--- src/rtl/spi_reg_pkg.sv ---
// Shared types and helpers for the SPI register bank.
// Frame layout: R/W bit, address, data, MSB first.
package spi_reg_pkg;

  typedef enum logic [1:0] {
    IDLE,
    SHIFT,
    COMMIT
  } state_t;

  localparam logic CMD_WRITE = 1'b1;

  function automatic int frame_len(
    input int addr_w,
    input int data_w
  );
    return 1 + addr_w + data_w;
  endfunction

endpackage

--- src/rtl/spi_reg_bank_sync.sv ---
// Two-flop synchroniser for asynchronous SPI pins.
// The reset value is chosen per pin by the instantiating block.
module sync_2ff #(
  parameter int               WIDTH   = 1,
  parameter logic [WIDTH-1:0] RST_VAL = '0
) (
  input  logic             clk,
  input  logic             rst_n,
  input  logic [WIDTH-1:0] d,
  output logic [WIDTH-1:0] q
);

  logic [WIDTH-1:0] meta;

  always_ff @(posedge clk or negedge rst_n) begin
    if (!rst_n) begin
      meta <= RST_VAL;
      q    <= RST_VAL;
    end else begin
      meta <= d;
      q    <= meta;
    end
  end

endmodule

--- src/rtl/spi_reg_bank.sv ---
// SPI mode-0 slave with a write/read-back register bank.
// All pins are synchronised; everything runs on clk.
module spi_reg_bank
  import spi_reg_pkg::*;
#(
  parameter int                NUM_REGS  = 5,
  parameter int                ADDR_W    = 7,
  parameter int                DATA_W    = 8,
  parameter logic [DATA_W-1:0] RESET_VAL = '0
) (
  input  logic                       clk,
  input  logic                       rst_n,
  input  logic                       sclk,
  input  logic                       cs_n,
  input  logic                       sdi,
  output logic                       sdo,
  output logic [NUM_REGS*DATA_W-1:0] regs_o,
  output logic                       wr_pulse_o,
  output logic [ADDR_W-1:0]          wr_addr_o,
  output logic                       frame_err_o
);

  localparam int FLEN  = frame_len(ADDR_W, DATA_W);
  localparam int CNT_W = $clog2(FLEN + 2);

  localparam logic [CNT_W-1:0]  CNT_FULL = CNT_W'(FLEN);
  localparam logic [CNT_W-1:0]  CNT_MAX  = CNT_W'(FLEN + 1);
  localparam logic [CNT_W-1:0]  CNT_RD   = CNT_W'(ADDR_W);
  localparam logic [ADDR_W:0]   NREGS    = (ADDR_W + 1)'(NUM_REGS);

  logic [2:0] pins_s;
  logic       sclk_s;
  logic       cs_s;
  logic       sdi_s;
  logic       sclk_d;
  logic       cs_d;

  // cs_n resets to 0 so a select already low at release is not a start
  sync_2ff #(
    .WIDTH  (3),
    .RST_VAL(3'b000)
  ) u_sync (
    .clk  (clk),
    .rst_n(rst_n),
    .d    ({sclk, cs_n, sdi}),
    .q    (pins_s)
  );

  assign sclk_s = pins_s[2];
  assign cs_s   = pins_s[1];
  assign sdi_s  = pins_s[0];

  always_ff @(posedge clk or negedge rst_n) begin
    if (!rst_n) begin
      sclk_d <= 1'b0;
      cs_d   <= 1'b0;
    end else begin
      sclk_d <= sclk_s;
      cs_d   <= cs_s;
    end
  end

  logic sclk_rise;
  logic sclk_fall;
  logic cs_fall;
  logic cs_rise;

  assign sclk_rise = sclk_s & ~sclk_d;
  assign sclk_fall = ~sclk_s & sclk_d;
  assign cs_fall   = ~cs_s & cs_d;
  assign cs_rise   = cs_s & ~cs_d;

  state_t state_q;
  state_t state_d;
  logic   start;
  logic   shift_en;
  logic   fall_en;
  logic   commit;

  always_ff @(posedge clk or negedge rst_n) begin
    if (!rst_n) state_q <= IDLE;
    else        state_q <= state_d;
  end

  always_comb begin
    state_d  = state_q;
    start    = 1'b0;
    shift_en = 1'b0;
    fall_en  = 1'b0;
    commit   = 1'b0;
    unique case (state_q)
      IDLE: begin
        if (cs_fall) begin
          start   = 1'b1;
          state_d = SHIFT;
        end
      end
      SHIFT: begin
        if (cs_rise) begin
          state_d = COMMIT;
        end else begin
          shift_en = sclk_rise;
          fall_en  = sclk_fall;
        end
      end
      COMMIT: begin
        commit  = 1'b1;
        state_d = IDLE;
      end
      default: state_d = IDLE;
    endcase
  end

  logic [FLEN-1:0]   rx_q;
  logic [FLEN-1:0]   rx_nxt;
  logic [CNT_W-1:0]  cnt_q;
  logic [DATA_W-1:0] tx_q;
  logic              sdo_q;
  logic [DATA_W-1:0] regs_q [NUM_REGS];
  logic [DATA_W-1:0] rd_data;
  logic [ADDR_W-1:0] rd_addr;
  logic              load;

  assign rx_nxt  = {rx_q[FLEN-2:0], sdi_s};
  assign rd_addr = rx_nxt[ADDR_W-1:0];
  assign load    = shift_en && (cnt_q == CNT_RD)
                && (rx_nxt[ADDR_W] != CMD_WRITE);

  always_comb begin
    rd_data = '0;
    for (int k = 0; k < NUM_REGS; k++) begin
      if (rd_addr == ADDR_W'(k)) rd_data = regs_q[k];
    end
  end

  always_ff @(posedge clk or negedge rst_n) begin
    if (!rst_n) begin
      rx_q  <= '0;
      cnt_q <= '0;
      tx_q  <= '0;
      sdo_q <= 1'b0;
    end else if (start) begin
      rx_q  <= '0;
      cnt_q <= '0;
      tx_q  <= '0;
      sdo_q <= 1'b0;
    end else begin
      if (shift_en) begin
        rx_q <= rx_nxt;
        if (cnt_q != CNT_MAX) cnt_q <= cnt_q + CNT_W'(1);
        if (load) tx_q <= rd_data;
      end
      if (fall_en) begin
        sdo_q <= tx_q[DATA_W-1];
        tx_q  <= tx_q << 1;
      end
      if (state_q != SHIFT) sdo_q <= 1'b0;
    end
  end

  logic              rw_f;
  logic [ADDR_W-1:0] addr_f;
  logic [DATA_W-1:0] data_f;
  logic              valid;

  assign rw_f   = rx_q[FLEN-1];
  assign addr_f = rx_q[DATA_W +: ADDR_W];
  assign data_f = rx_q[DATA_W-1:0];
  assign valid  = (cnt_q == CNT_FULL) && ({1'b0, addr_f} < NREGS);

  always_ff @(posedge clk or negedge rst_n) begin
    if (!rst_n) begin
      for (int k = 0; k < NUM_REGS; k++) regs_q[k] <= RESET_VAL;
      wr_pulse_o  <= 1'b0;
      wr_addr_o   <= '0;
      frame_err_o <= 1'b0;
    end else begin
      wr_pulse_o  <= 1'b0;
      frame_err_o <= 1'b0;
      if (commit) begin
        if (!valid) begin
          frame_err_o <= 1'b1;
        end else if (rw_f == CMD_WRITE) begin
          wr_pulse_o <= 1'b1;
          wr_addr_o  <= addr_f;
          for (int k = 0; k < NUM_REGS; k++) begin
            if (addr_f == ADDR_W'(k)) regs_q[k] <= data_f;
          end
        end
      end
    end
  end

  for (genvar k = 0; k < NUM_REGS; k++) begin : g_out
    assign regs_o[k*DATA_W +: DATA_W] = regs_q[k];
  end

  assign sdo = sdo_q & ~cs_n;

endmodule

--- config.mk ---
export PLATFORM = sky130hd
export DESIGN_NAME = spi_reg_bank
export DESIGN_NICKNAME = d
export VERILOG_FILES = /design/src/rtl/spi_reg_pkg.sv /design/src/rtl/spi_reg_bank_sync.sv /design/src/rtl/spi_reg_bank.sv
export SDC_FILE = /design/constraint.sdc
export NUM_CORES = 1
export LEC_CHECK = 0
export BUFFER_PORTS_ARGS = -buffer_cell sky130_fd_sc_hd__buf_4
export CELL_PAD_IN_SITES_DETAIL_PLACEMENT = 1
export CELL_PAD_IN_SITES_GLOBAL_PLACEMENT = 1
export CORE_MARGIN = 8
export CORE_UTILIZATION = 26
export CTS_CLUSTER_DIAMETER = 30
export CTS_CLUSTER_SIZE = 12
export DETAILED_ROUTE_END_ITERATION = 8
export PLACE_DENSITY_LB_ADDON = 0.1
export SLEW_MARGIN = 10
export SYNTH_ARGS = -nofsm -noshare
export SYNTH_HDL_FRONTEND = slang
export SYNTH_HIERARCHICAL = 1
export SYNTH_SLANG_ARGS = --single-unit
export TNS_END_PERCENT = 100
--- constraint.sdc ---
create_clock -name clk -period 2 [get_ports clk]
set_input_delay 0.3 -clock clk [delete_from_list [all_inputs] [get_ports clk]]
set_output_delay 0.3 -clock clk [all_outputs]
set_load 0.005 [all_outputs]
Word-level counts from Yosys, hierarchy flattened:

Cells that the tools add are included.

* input port bits: 5
* logic and storage cells: 98
* memories kept: 0
* output and inout bits: 50
* memory bits (read-only): 0
* bits in registers: 89
* latch bits: 0
* RAM bits: 0

* bitwise gates (word level): 11
* $lt $le $gt $ge: 1
* reductions and logical operators: 20
* div/mod/pow operators: 0
* muxes and demuxes: 32
* eq/ne operators: 16
* $add $sub $neg: 1
* shift-type cells: 0
* $mul: 0

Operators with widths (count)
* 8-bit two-way mux: 9
* 16-bit two-way mux: 2
* 7-bit by 2-bit equality test with 1-bit output, second input constant: 4
* 4-bit AND reduction: 5
* 1-bit two-way mux: 15
* 5-bit two-way mux: 3
* 7-bit by 1-bit equality test with 1-bit output, second input constant: 2
* 7-bit by 3-bit equality test with 1-bit output, second input constant: 2
* 7-bit zero test: 2
* 3-bit nonzero test: 3
* 7-bit by 3-bit less-than comparator with 1-bit output, second input constant: 1
* 1-bit inverter: 6
* 2-bit AND reduction: 3
* 5-bit by 1-bit adder with 5-bit output, second input constant: 1
* 1-bit bitwise AND: 5
* 5-bit by 3-bit equality test with 1-bit output, second input constant: 1
* 5-bit equality test, second input constant: 1
* 5-bit inequality test, second input constant: 1
* 2-bit two-way mux: 2
* 2-bit inequality test, second input constant: 2
* 2-bit case mux with 2 select lines: 1
* 2-bit nonzero test: 2
* 1-bit logical AND: 3
* 3-bit AND reduction: 1
* 4 further kinds: 4

Logic depth before layout (Yosys ltp):

Gate-level depths: netlist of the first run.

* depth after elaboration: 10
* mapped depth: 8
* gate-level depth less buffers: 7

Modules after synthesis:

Netlist of the first run, hierarchy kept.

By module, submodules not included
* spi_reg_bank: cells each 325, instances 1, area an instance 3912.5 um^2, seq. area each 2077.0 um^2
* sync_2ff: cells each 6, instances 1, area an instance 150.1 um^2, seq. area each 150.1 um^2

Worst setup path after synthesis of the first run:

No wires, ideal clock.

* path type: register to register
* start: reg cnt_q[2]
* end: reg regs_q, in the netlist regs_o[10]
* data arrival time: 1716 ps
* path slack: 159 ps
* required time: 1875 ps
* path buffers: 0
* stages on the path, launching flop included: 6
* setup time: 125 ps
* clock period less this slack: 1841 ps
* cells stage by stage: dfrtp_1 -> nor3b_2 -> and4b_4 -> nand2_4 -> nor3b_4 -> mux2_2

* word-level cells in the longest chain between the ends: 3

RTL lines
* from (decl): line spi_reg_bank.sv:116 `logic [CNT_W-1:0] cnt_q;`
* from (signal assigned): line spi_reg_bank.sv:150 `if (cnt_q != CNT_MAX) cnt_q <= cnt_q + CNT_W'(1);`
* 5-bit equality test: line spi_reg_bank.sv:169 `assign valid = (cnt_q == CNT_FULL) && ({1'b0, addr_f} < NREGS);`
* 1-bit logical AND: line spi_reg_bank.sv:169
* 4-bit AND reduction (no source line)
* to (signal, indexed assignment): line spi_reg_bank.sv:187 `if (addr_f == ADDR_W'(k)) regs_q[k] <= data_f;`
* to (decl): line spi_reg_bank.sv:119 `logic [DATA_W-1:0] regs_q [NUM_REGS];`

No other way between the ends.
A chain may end at the register's enable or synchronous reset.

Worst setup path in the final report of the first run:

* start: reg cnt_q[0]
* end: reg regs_q, in the netlist regs_o[23]

The elaborated chain is that of the path after synthesis.

==> results of run 1 <==
==> stage by stage <==
| stage | utilization, % | instances | setup WS (ns) | hold slack (ns) |
|---|---|---|---|---|
| 2_1_floorplan | - | 331 | 0.1592 | 0.004409 |
| 3_3_place_gp | 32.38 | 607 | 0.07140 | 0.3341 |
| 3_5_place_dp | 32.38 | 607 | 0.01273 | 0.3379 |
| 4_1_cts | 34.36 | 623 | 0.06408 | 0.01282 |
| 5_1_grt | 34.62 | 624 | 0.01870 | 0.01220 |
| 6_report | 34.62 | 624 | 0.09893 | -0.02334 |
==> Yosys cell counts, types with 2 or more instances <==
library cell / n / area (µm²)
nor2b_1: 2 / 12.51
a21oi_1: 13 / 65.06
ha_1: 3 / 37.54
nand2b_1: 6 / 37.54
mux4_2: 2 / 45.04
or4b_1: 2 / 20.02
xor2_1: 2 / 17.52
mux2_2: 45 / 506.7
a22oi_1: 3 / 22.52
nand4_1: 2 / 12.51
nor4b_1: 4 / 35.03
inv_1: 6 / 22.52
and2_1: 7 / 43.79
and3b_1: 2 / 17.52
nand2_1: 18 / 67.56
a221oi_1: 2 / 17.52
a211oi_1: 2 / 15.01
nor2_1: 34 / 127.6
or3_1: 2 / 12.51
nand4b_1: 2 / 17.52
clkbuf_1: 12 / 45.04
o21ai_0: 8 / 40.04
mux2i_1: 17 / 170.2
nor3_1: 6 / 30.03
buf_2: 3 / 15.01
nor3b_4: 2 / 37.54
a221o_1: 4 / 40.04
o22ai_1: 2 / 12.51
dfrtp_1: 89 / 2227
o32ai_1: 2 / 17.52
==> where the power goes <==
group | total, µW | internal [µW] | switching [µW]
Clock | 1730 | 981 | 753
Sequential | 1930 | 1860 | 62.9
Combinational | 564 | 251 | 314
Total | 4230 | 3100 | 1130
==> registers in the layout, summed over array words and instances (netlist names) <==
| name | cells |
|---|---|
| cnt_q | 5 |
| frame_err_o | 1 |
| sclk_d | 1 |
| tx_q | 8 |
| u_sync/meta | 3 |
| cs_d | 1 |
| state_q | 2 |
| regs_o | 40 |
| wr_pulse_o | 1 |
| rx_q | 16 |
| wr_addr_o | 7 |
| sdo_q | 1 |
| u_sync/q | 3 |
==> routing by layer <==
| layer | GRT usage [%] | share of wire (%) | vias up |
|---|---|---|---|
| li1 | - | - | 1341 |
| met1 | 16.51 | 51 | 1469 |
| met2 | 16.88 | 43 | 43 |
| met3 | 4.254 | 4.6 | 11 |
| met4 | 3.733 | 1.2 | 0 |
| met5 | 0 | 0 | - |
==> layout make-up <==
type | instances | area (µm²)
Clock buffer | 11 | 232.7
Tap cell | 211 | 264.0
Inverter | 6 | 22.52
Sequential cell | 89 | 2228
Multi-Input combinational cell | 218 | 1777
Clock inverter | 5 | 65.06
Timing Repair Buffer | 84 | 693.2
Fill cell | 1654 | 9976
==> cell families after synthesis <==
group	Yosys count
AOI/OAI and AO/OA	43
xor gates and xnor gates	3
adders and majority gates	3
buffers and inverters	24
DFF	89
muxes	64
and+or+nand+nor	105
==> worst min-delay path by stage <==
| stage | startpoint | endpoint | slack, ns | depth (start not counted) |
|---|---|---|---|---|
| floorplan | rst_n | cnt_q[0]$_DFFE_PN0P_ | 0.004 | 0 |
| global placement | u_sync/meta[0]$_DFF_PN0_ | u_sync/q[0]$_DFF_PN0_ | 0.33 | 0 |
| detailed placement | u_sync/meta[0]$_DFF_PN0_ | u_sync/q[0]$_DFF_PN0_ | 0.34 | 0 |
| CTS | rst_n | wr_addr_o[2]$_DFFE_PN0P_ | 0.01 | 2 |
| global route | rst_n | frame_err_o$_DFF_PN0_ | 0.01 | 2 |
| finish | rst_n | frame_err_o$_DFF_PN0_ | -0.02 | 2 |
==> cell usage in the layout, fill, tap and decap left out, drive strengths merged, types with 3 or more instances in the layout <==
cell,Yosys,final
nand2b,7,7
buf,6,84
nor2,34,34
and2,8,8
ha,3,3
dfrtp,89,89
o21ai,9,9
clkbuf,12,11
a221o,4,4
nor3,8,8
nand2,20,20
nor3b,4,4
nor4b,5,5
mux2i,17,17
mux2,45,45
clkinv,0,3
a22oi,3,3
a21oi,13,13
inv,6,7
==> timing repair <==
action | in CTS | in global routing
setup buffers | 0 | 1
gates resized for setup | 1 | 7
pin swaps | 0 | 3
endpoints found under the setup margin | 3 | 34
==> flow_summary.json, run 1 <==
{
  "hp-class": "input pin to async pin",
  "synth_edf_count": 0,
  "cts_htree_levels": 3,
  "gr-total-overflow": 0,
  "cp-end-kind": "flip-flop",
  "worst_pin_slew_ns": 0.5110,
  "cp-endpoint": "regs_o[23]$_DFFE_PN0P_",
  "slew_viol_final": 0,
  "yosysSeqAreaShare_pct": 54.82,
  "antenna_found_initial": 0,
  "skew_ns": 0.008046,
  "synthMuxAreaShare_pct": 17.77,
  "cp_cell_sequence": "inv_1, ha_4, and4b_4, nand2_4, nor3b_4, buf_12, mux2_2",
  "required_ns": 2.24,
  "syn_inst": 331,
  "yosys.area_share.xor_xnor_pct": 0.6468,
  "area_delta_synth_final_pct": 30.03,
  "hold_ws_ns": -0.02334,
  "first_iter_violations": 177,
  "worstSetupPathType": "flip-flop to flip-flop",
  "core_mm2": 0.01526,
  "vias": 2864,
  "yosys.cell_types.count": 57,
  "clockRootBuffer": "clkbuf_16",
  "clockBufferDepth": 2,
  "fin_nets": 416,
  "hold_buffers": 0,
  "grt_pass1_vias": 3046,
  "synth_fa_ha_area_share_pct": 0.9239,
  "numPortBuffers": 54,
  "status": "finished, violations left",
  "syn-num-nets": 339,
  "cap_violations": 0,
  "yosysWarnings": 6,
  "synthSimpleGateAreaFrac_pct": 15.74,
  "failed_checks": "hold timing",
  "antennaDiodeCount": 0,
  "p_total_uw": 4225,
  "drcViolationCount": 0,
  "routabilityCongestion": 0.7102,
  "avgSynthCellArea_um2": 12.27,
  "synth_top_family_by_area": "multiplexers",
  "cp_top_family": "simple AND/OR/NAND/NOR gates",
  "finalInstanceArea_mm2": 0.005283,
  "maxSlewHeadroom_pct": 65.93,
  "drive_above_1_share_pct": 40.44,
  "cp.depth": 7,
  "synth_area_mm2": 0.004063,
  "rsz0062_at_grt": "false",
  "reg2reg_depth": 7,
  "fmax_mhz": 526.0,
  "ir_drop_uv": 409.8,
  "slowest_stage": "dfrtp_2",
  "hold_violations": 14,
  "finalSetupTns_ns": 0,
  "grt_use_total_pct": 11.92,
  "grt_pass1_wl_um": 18060,
  "clock-sinks": 89,
  "clk_latency_ns": 0.35,
  "cts.clk_slew.worst_paths_ns": 0.07,
  "synth_ff_type": "dfrtp_1",
  "grt_max_degree": 90,
  "numCtsBuffers": 9,
  "startpoint": "cnt_q[0]$_DFFE_PN0P_",
  "p_leak_uw": 0.002519,
  "vias_per_cell": 4.590,
  "r2r-end": "regs_o[23]$_DFFE_PN0P_",
  "design.die.area_mm2": 0.01988,
  "synth-async-reset-ratio_pct": 100.0,
  "tritoncts": "done",
  "drtAntennaViolNets": 0,
  "synth_compound_area_share_pct": 7.515,
  "fp-row-count": 45,
  "start_util_pct": 26.63,
  "timing.final.crit_share_pct": 95.05,
  "chipHeight_um": 141,
  "ys_ff_latch": 89,
  "dp_hpwl_um": 7756,
  "dieWidth_um": 141,
  "placed_area_mm2": 0.004941,
  "r2r-start": "cnt_q[0]$_DFFE_PN0P_",
  "powerDensity_mw_per_mm2": 799.8,
  "cp-start-kind": "flip-flop",
  "setup_violations": 0,
  "io_pins": 55,
  "drt-pass1-iter-count": 4,
  "crit_path_max_incr_delay_ns": 0.44,
  "wl_per_cell_um": 17.91,
  "arrival_ns": 2.14,
  "fin_crit_ns": 1.901,
  "worst-path-buf-inv": 2,
  "routed_wl_um": 11180,
  "cp_max_fo": 8,
  "r2r_slack_ns": 0.1
}
No activity file was read; power rests on OpenSTA's default activity.
==> inputs of run 2 (changes only) <==
- ABC_AREA: default -> 1
==> run 2 against run 1 <==
Core utilization shrank 1.9 points. Clock skew shrank 0.00089 ns. The run now ends clean. Synthesized area grew 0.46%. Power shrank 0.31%. Largest cell class unchanged. Clock power grew 2%. First-iteration DRC count shrank 4.5%.
==> flow_summary.json, run 2 <==
{
  "ys_top_cells_by_count": "nand2_1, dfrtp_1, nor2_1",
  "cp_max_fo": 16,
  "avgSynthCellArea_um2": 8.815,
  "holdPathStages": 1,
  "drcViolationCount": 0,
  "antennaDiodeCount": 0,
  "clock-sinks": 89,
  "powerDensity_mw_per_mm2": 826.3,
  "cp-end-kind": "flip-flop",
  "routabilityCongestion": 0.7723,
  "status": "completed",
  "ys_ff_latch": 89,
  "placed_area_mm2": 0.004788,
  "vias_per_cell": 4.436,
  "drt-pass1-iter-count": 4,
  "register_area_mm2": 0.002227,
  "largest_register_ffs": 40,
  "slew_viol_final": 0,
  "p_leak_uw": 0.002558,
  "dieWidth_um": 141.3,
  "yosysMostFrequentCell": "nand2_1",
  "design.die.area_mm2": 0.01996,
  "start_util_pct": 26.17,
  "drtAntennaViolNets": 0,
  "cp-start-kind": "flip-flop",
  "chipHeight_um": 141.3,
  "hold_violations": 0,
  "tritoncts": "done",
  "numCtsBuffers": 9,
  "clk_latency_ns": 0.35,
  "reg2reg_depth": 7,
  "antenna_found_initial": 0,
  "synth_area_mm2": 0.004081,
  "worst-path-buf-inv": 1,
  "crit_path_max_incr_delay_ns": 0.41,
  "synth-async-reset-ratio_pct": 100.0,
  "grt_max_degree": 40,
  "r2r-start": "cnt_q[0]$_DFFE_PN0P_",
  "dp_hpwl_um": 9471,
  "worst_pin_slew_ns": 0.5719,
  "synth_edf_count": 0,
  "slowest_stage": "dfrtp_1",
  "numPortBuffers": 54,
  "required_ns": 2.23,
  "area_delta_synth_final_pct": 24.89,
  "cp_cell_sequence": "inv_1, ha_1, nand3_1, nor3_2, nand3_2, nand2_1, o21ai_2",
  "cap_violations": 0,
  "cts.clk_slew.worst_paths_ns": 0.07,
  "worstSetupPathType": "flip-flop to flip-flop",
  "finalInstanceArea_mm2": 0.005097,
  "syn-num-nets": 471,
  "setup_violations": 0,
  "yosys.cell_types.count": 33,
  "io_pins": 55,
  "maxSlewHeadroom_pct": 61.87,
  "arrival_ns": 2.04,
  "timing.final.crit_share_pct": 90.63,
  "postCtsSetupBuffers": 0,
  "whs_endpoint": "u_sync/meta[2]$_DFF_PN0_",
  "cp_top_family": "simple AND/OR/NAND/NOR gates",
  "min-delay-start": "sclk",
  "r2r-end": "regs_o[31]$_DFFE_PN0P_",
  "gr-total-overflow": 0,
  "nFillCells": 1834,
  "grt_use_total_pct": 13.87,
  "synth.area.top_cells": "dfrtp_1, nand2_1, o21ai_2",
  "final_util_pct": 32.68,
  "wl_per_cell_um": 17.06,
  "fin_nets": 542,
  "skew_ns": 0.007154,
  "syn_inst": 463,
  "clockBufferDepth": 2,
  "vias": 3349,
  "first_iter_violations": 169,
  "yosysWarnings": 6,
  "cts_htree_levels": 3,
  "drive_above_1_share_pct": 24.49,
  "ir_drop_uv": 408.7,
  "grt_pass1_wl_um": 21190,
  "layout_common_cells": "nand2_1, dfrtp_1, buf_4",
  "grt_pass1_vias": 3681,
  "r2r_slack_ns": 0.19,
  "multiInputGateArea_mm2": 0.001588,
  "synth_top_area_share_pct": 54.57,
  "final_common_cell": "nand2_1",
  "hp-class": "input pin to flip-flop",
  "yosysTopAreaCell": "dfrtp_1",
  "synth_ff_type": "dfrtp_1",
  "fin_crit_ns": 1.813,
  "clockRootBuffer": "clkbuf_16",
  "yosysSeqAreaShare_pct": 54.57,
  "rsz0062_at_grt": "true",
  "fp-row-count": 46,
  "fmax_mhz": 551.7,
  "core_mm2": 0.01560,
  "routed_wl_um": 12880
}
==> run 2: cell count changes after synthesis, moves of 19 or more <==
cell / before / now
nand3_1: 0 / 33
mux2_2: 45 / 0
o21ai_1: 1 / 20
nand2_1: 18 / 135
inv_1: 6 / 37
o21ai_2: 0 / 20
==> run 2: worst register-to-register path, delay by kind of cell, from the launching register on <==
kind / cells / cell delay [ns]
compound gates: 1 / 0.06
fa+ha+maj: 1 / 0.17
buf+inv: 1 / 0.11
flops: 1 / 0.41
simple gates: 4 / 0.93
==> run 2: metrics by stage <==
stage | TNS (ns) | cells | hold WS (ns) | setup slack [ns] | total power, µW
global placement | 0 | 738 | 0.3331 | 0.2318 | 2481
global route | -0.09106 | 755 | 0.04693 | -0.03356 | 4428
finish | 0 | 755 | 0.05477 | 0.1873 | 4212
detailed placement | 0 | 738 | 0.3381 | 0.1776 | 2489
CTS | 0 | 755 | 0.04170 | 0.1576 | 4290
floorplan | 0 | 463 | 0.004409 | 0.3821 | 2297
==> run 2: repair_timing <==
item                                    4_1_cts  5_1_grt
resized for setup                             0        0
hold buffers                                  1        0
endpoints found under the setup margin        0        7
endpoints found under the hold margin        35        0
==> run 2: cells by family after synthesis <==
family	after synthesis	share of synthesized area (%)
simple gates	241	26.76
fa+ha+maj	3	0.9198
flops	89	54.57
xor+xnor	1	0.2146
compound gates	72	11.01
buf+inv	57	6.530
==> run 2: layout make-up <==
type / count / area share (%)
Timing Repair Buffer: 71 / 10.51
Sequential cell: 89 / 43.69
Clock buffer: 12 / 4.836
Tap cell: 216 / 5.302
Multi-Input combinational cell: 317 / 31.15
Clock inverter: 4 / 1.031
Inverter: 46 / 3.486
==> run 2: how the worst max path moves through the flow <==
stage,startpoint,end,slack [ns],cells after the start
2_1_floorplan,cnt_q[0]$_DFFE_PN0P_,regs_o[5]$_DFFE_PN0P_,0.38,10
3_3_place_gp,cnt_q[0]$_DFFE_PN0P_,regs_o[31]$_DFFE_PN0P_,0.23,7
3_5_place_dp,cnt_q[0]$_DFFE_PN0P_,regs_o[15]$_DFFE_PN0P_,0.18,7
4_1_cts,cnt_q[0]$_DFFE_PN0P_,regs_o[15]$_DFFE_PN0P_,0.16,7
5_1_grt,cnt_q[0]$_DFFE_PN0P_,regs_o[13]$_DFFE_PN0P_,-0.03,7
6_report,cnt_q[0]$_DFFE_PN0P_,regs_o[31]$_DFFE_PN0P_,0.19,7
==> run 2: report_power, final <==
| part | switching [µW] | total, µW | internal (µW) | leakage, µW |
|---|---|---|---|---|
| clock network | 760 | 1770 | 1010 | 0.000147 |
| logic | 338 | 493 | 155 | 0.00119 |
| registers | 71.5 | 1950 | 1880 | 0.00122 |
==> run 2: metal layers <==
metal | track usage [%] | wire, µm | up-vias
li1 | - | - | 1637
met1 | 19.37 | 6417 | 1650
met2 | 20.66 | 5795 | 51
met3 | 3.226 | 496 | 11
met4 | 4.581 | 167 | 0
met5 | 0 | 0 | -
==> inputs of run 3 (changes only) <==
- CORE_ASPECT_RATIO: default -> 1.5
==> run 3 against run 2 <==
Sequential power barely moved. Global-route usage fell by 0.54 points. Routed wire length fell by 0.48%. Core utilization rose by 0.36 points. Worst hold slack improved by 0.011 ns. Design area rose by 0.37%. First-iteration DRC count fell by 13%. Die area rose by 0.42%. Final cell count fell by 1.6%. Clock power rose by 3%. Flip-flop and latch count did not move. Critical path type unchanged.
==> flow_summary.json, run 3 (synthesis results as in run 2) <==
{
  "layout_common_cells": "nand2_1, dfrtp_1, buf_4",
  "clockRootBuffer": "clkbuf_16",
  "timing.final.crit_share_pct": 86.38,
  "gr-total-overflow": 0,
  "fp-row-count": 56,
  "maxSlewHeadroom_pct": 65.89,
  "cp_max_fo": 16,
  "hold_violations": 0,
  "dp_hpwl_um": 9458,
  "dieWidth_um": 118.3,
  "rsz0062_at_grt": "false",
  "cts_htree_levels": 3,
  "r2r-end": "regs_o[4]$_DFFE_PN0P_",
  "drtAntennaViolNets": 0,
  "finalSetupTns_ns": 0,
  "drcViolationCount": 0,
  "r2r-start": "cnt_q[0]$_DFFE_PN0P_",
  "largest_register_ffs": 40,
  "io_pins": 55,
  "first_iter_violations": 147,
  "tritoncts": "done",
  "fmax_mhz": 578.8,
  "wl_per_cell_um": 17.25,
  "grt_pass1_vias": 3715,
  "slowest_stage": "dfrtp_1",
  "clockBufferDepth": 2,
  "grt_use_total_pct": 13.32,
  "routabilityCongestion": 0.7540,
  "cp-end-kind": "flip-flop",
  "status": "completed",
  "vias": 3353,
  "numPortBuffers": 54,
  "drt-pass1-iter-count": 4,
  "vias_per_cell": 4.513,
  "hold_ws_ns": 0.06560,
  "postCtsSetupBuffers": 0,
  "reg2reg_depth": 9,
  "worst_pin_slew_ns": 0.5070,
  "p_leak_uw": 0.002569,
  "holdPathStages": 1,
  "antennaDiodeCount": 0,
  "drive_above_1_share_pct": 25.00,
  "setup_violations": 0,
  "core_mm2": 0.01548,
  "grt_pass1_wl_um": 20750,
  "fin_cells": 743,
  "whs_endpoint": "u_sync/meta[0]$_DFF_PN0_",
  "final_common_cell": "nand2_1",
  "grt_max_degree": 42,
  "routed_wl_um": 12820,
  "cp_cell_sequence": "inv_1, ha_1, nand3_1, nor3_2, nand3_4, inv_6, nand2_4, nand2_1, o21ai_2",
  "dp.cells": 726,
  "worst-path-buf-inv": 2,
  "worstSetupPathType": "flip-flop to flip-flop",
  "skew_ns": 0.007824,
  "clock-sinks": 89,
  "required_ns": 2.22,
  "powerDensity_mw_per_mm2": 835.5,
  "antenna_found_initial": 0,
  "clk_latency_ns": 0.34,
  "cap_violations": 0,
  "fin_crit_ns": 1.728,
  "area_delta_synth_final_pct": 25.35,
  "arrival_ns": 1.95,
  "cp_top_family": "simple AND/OR/NAND/NOR gates",
  "crit_path_max_incr_delay_ns": 0.42,
  "min-delay-start": "sdi",
  "r2r_slack_ns": 0.27,
  "final_util_pct": 33.04,
  "cp-start-kind": "flip-flop",
  "hp-class": "input pin to flip-flop",
  "numCtsBuffers": 9,
  "slew_viol_final": 0,
  "chipHeight_um": 169.5,
  "cts.clk_slew.worst_paths_ns": 0.07,
  "start_util_pct": 26.36,
  "fin_nets": 543,
  "design.die.area_mm2": 0.02005,
  "cp.depth": 9,
  "ir_drop_uv": 347.9
}
[run 3: power by group]
| group | switching [µW] | internal (µW) |
|---|---|---|
| combinational | 333 | 154 |
| sequential | 86.3 | 1880 |
| clock | 731 | 1090 |
[run 3: final cells by class]
type,instances,area [µm²]
clock inverter,6,82.58
clock buffer,10,229.0
inverter,46,177.7
tap,203,254.0
fill,1838,10370
multi-input combinational,317,1590
sequential,89,2227
timing repair buffer,72,555.5
[run 3: metrics by stage]
step	cell area (µm²)	worst slack [ns]	power [µW]
after floorplan	4081	0.3821	2297
after global placement	4792	0.1963	2483
after detailed placement	4792	0.1737	2502
after CTS	5114	0.1624	4349
after global routing	5116	0.04425	4502
final	5116	0.2724	4275
[run 3: how the worst max path moves through the flow]
stage	startpoint	to
final	cnt_q[0]$_DFFE_PN0P_	regs_o[4]$_DFFE_PN0P_
after detailed placement	state_q[1]$_DFFE_PN0P_	tx_q[7]$_DFFE_PN0P_
after global routing	state_q[1]$_DFFE_PN0P_	tx_q[7]$_DFFE_PN0P_
after floorplan	cnt_q[0]$_DFFE_PN0P_	regs_o[5]$_DFFE_PN0P_
after CTS	state_q[1]$_DFFE_PN0P_	tx_q[7]$_DFFE_PN0P_
after global placement	state_q[1]$_DFFE_PN0P_	tx_q[7]$_DFFE_PN0P_
[run 3: per-layer routing]
metal / track usage (%) / vias up / part of all wire, %
met3: 2.864 / 12 / 2.8
li1: - / 1638 / -
met1: 14.75 / 1661 / 41
met5: 0 / - / 0
met4: 4.306 / 0 / 1.6
met2: 24.70 / 42 / 55
[run 3: what timing repair did]
action | in CTS | in global routing
hold buffers | 1 | 0
endpoints found under the setup margin | 0 | 1
endpoints found under the hold margin | 28 | 0
gates resized for setup | 0 | 1
